### src/rtl/imm_narrow.sv
// imm_narrow: splits a 16-bit constant into the shortest sequence of 9-bit
// immediate fields. Values in -256..255 go out as one sign-extendable FULL
// beat. Anything wider goes out as a HIGH beat followed by a LOW beat.
// Valid/ready handshakes are used on both the input and the output side.
module imm_narrow (
    input  logic        clk,
    input  logic        rst_n,
    input  logic        in_valid,
    output logic        in_ready,
    input  logic [15:0] in_value,
    output logic        out_valid,
    input  logic        out_ready,
    output logic [8:0]  out_immed,
    output logic [1:0]  out_kind,
    output logic        out_last,
    output logic [15:0] split_count
);

    typedef enum logic [1:0] {
        S_IDLE = 2'b00,
        S_FULL = 2'b01,
        S_HI   = 2'b10,
        S_LO   = 2'b11
    } state_t;

    localparam logic [1:0] KIND_FULL = 2'b00;
    localparam logic [1:0] KIND_HIGH = 2'b01;
    localparam logic [1:0] KIND_LOW  = 2'b10;

    state_t             state;
    logic signed [15:0] value_s;
    logic [8:0]         lo_p0;
    logic               accept;
    logic               beat_taken;

    // A value fits when it lies within the signed 9-bit range.
    function automatic logic fits_imm9(input logic signed [15:0] v);
        return (v >= -16'sd256) && (v <= 16'sd255);
    endfunction

    // Increment the counter, but hold it at its maximum value once reached.
    function automatic logic [15:0] sat_inc(input logic [15:0] c);
        return (c == 16'hFFFF) ? c : c + 16'd1;
    endfunction

    assign value_s    = in_value;
    assign in_ready   = (state == S_IDLE);
    assign accept     = in_valid && in_ready;
    assign beat_taken = out_valid && out_ready;

    // Hold the low nine bits of an accepted value until the LOW beat is sent.
    always_ff @(posedge clk) begin
        if (accept) begin
            lo_p0 <= in_value[8:0];
        end
    end

    // Sequencer with registered outputs. The outputs stay frozen while the
    // consumer is stalled.
    always_ff @(posedge clk or negedge rst_n) begin
        if (!rst_n) begin
            state       <= S_IDLE;
            out_valid   <= 1'b0;
            out_immed   <= 9'd0;
            out_kind    <= KIND_FULL;
            out_last    <= 1'b0;
            split_count <= 16'd0;
        end else begin
            case (state)
                S_IDLE: begin
                    if (in_valid) begin
                        out_valid <= 1'b1;
                        if (fits_imm9(value_s)) begin
                            state     <= S_FULL;
                            out_immed <= in_value[8:0];
                            out_kind  <= KIND_FULL;
                            out_last  <= 1'b1;
                        end else begin
                            state       <= S_HI;
                            out_immed   <= {2'b00, in_value[15:9]};
                            out_kind    <= KIND_HIGH;
                            out_last    <= 1'b0;
                            split_count <= sat_inc(split_count);
                        end
                    end
                end
                S_HI: begin
                    if (beat_taken) begin
                        state     <= S_LO;
                        out_immed <= lo_p0;
                        out_kind  <= KIND_LOW;
                        out_last  <= 1'b1;
                    end
                end
                S_FULL, S_LO: begin
                    if (beat_taken) begin
                        state     <= S_IDLE;
                        out_valid <= 1'b0;
                    end
                end
                default: begin
                    state     <= S_IDLE;
                    out_valid <= 1'b0;
                end
            endcase
        end
    end

endmodule

### config.mk
export PLATFORM = sky130hd
export DESIGN_NAME = imm_narrow
export DESIGN_NICKNAME = d
export VERILOG_FILES = /design/src/rtl/imm_narrow.sv
export SDC_FILE = /design/constraint.sdc
export NUM_CORES = 1
export LEC_CHECK = 0
export CAP_MARGIN = 20
export CORE_ASPECT_RATIO = 1.4
export CORE_MARGIN = 3
export CORE_UTILIZATION = 43
export CTS_CLUSTER_SIZE = 8
export DETAILED_ROUTE_END_ITERATION = 7
export GPL_ROUTABILITY_DRIVEN = 0
export GPL_TIMING_DRIVEN = 0
export PLACE_DENSITY = 0.74
export SLEW_MARGIN = 20
export SYNTH_ARGS = -nofsm -noshare
export SYNTH_HDL_FRONTEND = slang
export SYNTH_SLANG_ARGS = --single-unit
export TNS_END_PERCENT = 100
### constraint.sdc
create_clock -name clk -period 1.75 [get_ports clk]
set_input_delay 0.35 -clock clk [delete_from_list [all_inputs] [get_ports clk]]
set_output_delay 0.35 -clock clk [all_outputs]
set_load 0.01 [all_outputs]
==> key figures <==
Power
  – Pwr Density: 1170 nW/µm²
  – Sw Ratio: 0.330
  – Psw: 1060 µW
  – Overall Power: 3230 µW
  – Leak: 0.00115 µW
  – Power Internal: 2160 µW
  – VDD IR-drop max: 0.000787 V
  – Power share of the combinational group: 0.393
  – Reg power frac: 0.425
  – Clock share of power: 0.182

Worst setup path
  – Crit path kind: reg -> reg
  – Cell Chain, Critical Path: or3b_1 > buf_6 > clkinv_8 > and3_4 > buf_8 > nand2_4 > mux2_4
  – CP peak stage delay: 420 ps
  – Worst EP required: 1930 ps
  – WP buf/inv: 3
  – Max FO, Critical Path: 6
  – Arr. time, crit path: 1960 ps
  – CP max-delay cell: dfrtp_2
  – Worst setup SP type: register
  – CP endpoint kind: register
  – Kind of cell adding the most delay to the critical path: simple AND/OR/NAND/NOR gates

Synth
  – Gate Count Post-Synth: 171
  – Seq cells post-synth: 40
  – Synth warn: 0
  – Top FF cell, synth: dfrtp_1
  – Syn Nets: 192
  – Async set-or-reset flop fraction in the synthesized netlist: 0.775
  – Seq/Total Area, Yosys: 0.554
  – Avg Cell Area, Syn: 11.0 µm²
  – Yosys cell types: 45
  – Cell Area, Synth: 1890 µm²
  – EDFF count, synth: 9

Final layout
  – Final instance area: 2760 µm²
  – Final core occ: 0.674
  – P&R area growth vs syn: 46.0%
  – Post-layout nets: 264
  – Most frequent cells in the layout: clkdlybuf4s50_1 (39), dfrtp_1 (30), nand2_1 (25), buf_4 (14)
  – Share of layout cells above drive strength 1: 0.201
  – Fillers: 332
  – Most common cell after layout, fill and taps aside: clkdlybuf4s50_1
  – N_diodes: 0

Clock network
  – CTS Buffer Depth: 2
  – CTS buffer count: 5
  – Clk_lat worst skew: 290 ps
  – Sink Count: 40
  – H-Tree Depth: 2
  – CTS tree: done
  – Clock slew seen by the registers of the worst setup and hold paths: 80 ps
  – Root Driver: clkbuf_8

Global routing
  – Vias in the first global route: 1,614
  – Initial antenna violation count: 0
  – First-pass GRT wire length: 7.73 mm
  – Total GRT Usage: 0.194
  – Grt ovf: 0
  – Largest net degree at the start of global routing: 32

Placed design
  – Placed inst area: 2470 µm²
  – Hpwl dp: 3.06 mm
  – Port Buffers: 49

Run status
  – Run status: finished, violations left
  – Failing checks: setup timing

Floorplan
  – Num ports: 50
  – Core box area: 4090 µm²
  – DIE HEIGHT: 84.4 µm
  – Die Span X: 62 µm
  – Initial Util: 0.462
  – Die area: 5230 µm²
  – Row cnt: 27

STA
  – Number of max-slew violations in the final report: 0
  – Final Hold Fails: 0
  – Worst-Margin Slew: 462 ps
  – Fin crit period: 1780 ps
  – # setup viols final: 3
  – Clock Skew: 11.3 ps
  – Fmax: 0.561 GHz
  – Relative slew slack: 0.692
  – Tcrit/Tclk final: 1.02
  – RSZ-0062 raised after global routing: true
  – Worst Slack Setup Final: -33.7 ps

Route
  – Antenna Nets Post-Route: 0
  – M1 wire length: 2.06 mm
  – DR vias/cell: 5.27
  – First-pass DRT Iterations: 4
  – Met3 WL: 228 µm
  – WL/cell: 15.3 µm
  – DR top layer: met4
  – Drt drc: 0
  – Met2 wire len: 2.29 mm
  – Number of vias in the routed layout: 1,591
  – Final WL: 4.62 mm
  – Initial DRC Count: 91

Run
  – MaxCap Viol Count: 0

Min path
  – Hold Path Class: in -> reg
cell families after synthesis:
logic type | synth area share
buf+inv | 0.0265
compound gates | 0.0915
xor+xnor | 0.0557
mux | 0.0411
flops | 0.554
fa+ha+maj | 0.00663
simple gates | 0.225
cell usage after synthesis (2+ instances only):
cell type	n	area, µm²
nand4_1	7	43.8
nor3_2	2	20.0
a221oi_1	2	17.5
nand3_1	9	45.0
clkbuf_1	3	11.3
o21ai_0	4	20.0
nor4_1	3	18.8
nand2_1	27	101
nand2_2	2	12.5
a32o_1	2	20.0
nand2b_1	2	12.5
mux2i_1	4	40.0
o221ai_1	4	35.0
xnor2_1	6	52.6
o31ai_1	2	15.0
and3_1	2	12.5
buf_6	2	22.5
dfrtp_1	31	776
a21oi_1	7	35.0
nor2_1	9	33.8
edfxtp_1	9	270
xor2_1	6	52.6
and2_1	2	12.5
inv_1	3	11.3
power by group through the flow:
stage          Clock (µW)  Combinational, µW  Sequential (µW)
2_1_floorplan           0                469             1470
3_3_place_gp            0               1130             1410
3_5_place_dp            0               1150             1410
4_1_cts               604               1260             1370
5_1_grt               652               1390             1410
6_report              587               1270             1370
metal layers:
layer  vias up  track usage
met2        50        0.315
met3         5       0.0431
li1        764            -
met1       772        0.259
met4         0       0.0405
met5         -            0
area by class of cell:
type	instances	area [µm²]	area share
Inverter	4	27.5	0.00999
Clock buffer	7	76.3	0.0277
Sequential cell	40	1050	0.380
Tap cell	58	72.6	0.0263
Clock inverter	1	5.00	0.00182
Timing Repair Buffer	66	629	0.228
Multi-Input combinational cell	122	863	0.313
Buffer	4	35.0	0.0127
registers in the layout, summed over array words and instances, names as in the netlist:
name and count:
split_count 16, lo_p0 9, out_immed 9, out_kind 2, state 2, out_last 1, out_valid 1
metrics by stage:
| stage | instances | setup slack, ps | TNS (ps) | hold slack (ps) |
|---|---|---|---|---|
| finish | 302 | -33.7 | -58.4 | 459 |
| global route | 302 | -86.4 | -300 | 440 |
| CTS | 298 | -37.0 | -37.3 | 1.11 |
| detailed placement | 279 | -639 | -11500 | 320 |
| global placement | 278 | -576 | -20410 | 462 |
| floorplan | 171 | -24.2 | -45.5 | 54.4 |
worst reg2reg max path, stage by stage (launching register included):
cell and delay [ps]:
dfrtp_2 420, or3b_1 390, buf_6 160, clkinv_8 50
and3_4 200, buf_8 120, nand2_4 50, mux2_4 290
repair_timing:
item / CTS / global route
cloned: 1 / 0
setup endpoints to repair: 20 / 20
endpoints found under the hold margin: 0 / 4
pin swaps: 7 / 4
hold buffers: 0 / 1
resized for setup: 22 / 10
setup buffers: 11 / 4
path summary, 6_finish.rpt:
check	from	endpoint	slack [ps]	cells past startpoint
min in group asynchronous	rst_n	out_immed[7]	540	3
worst max-delay path	state[0]	split_count[6]	-30	7
worst max register to register	state[0]	split_count[6]	-30	7
worst min register to register	out_immed[1]	out_immed[1]	480	2
max in group asynchronous	rst_n	state[0]	1020	3
worst min-delay path	in_value[8]	lo_p0[8]	460	1
Power figures use the tool's default switching activity.
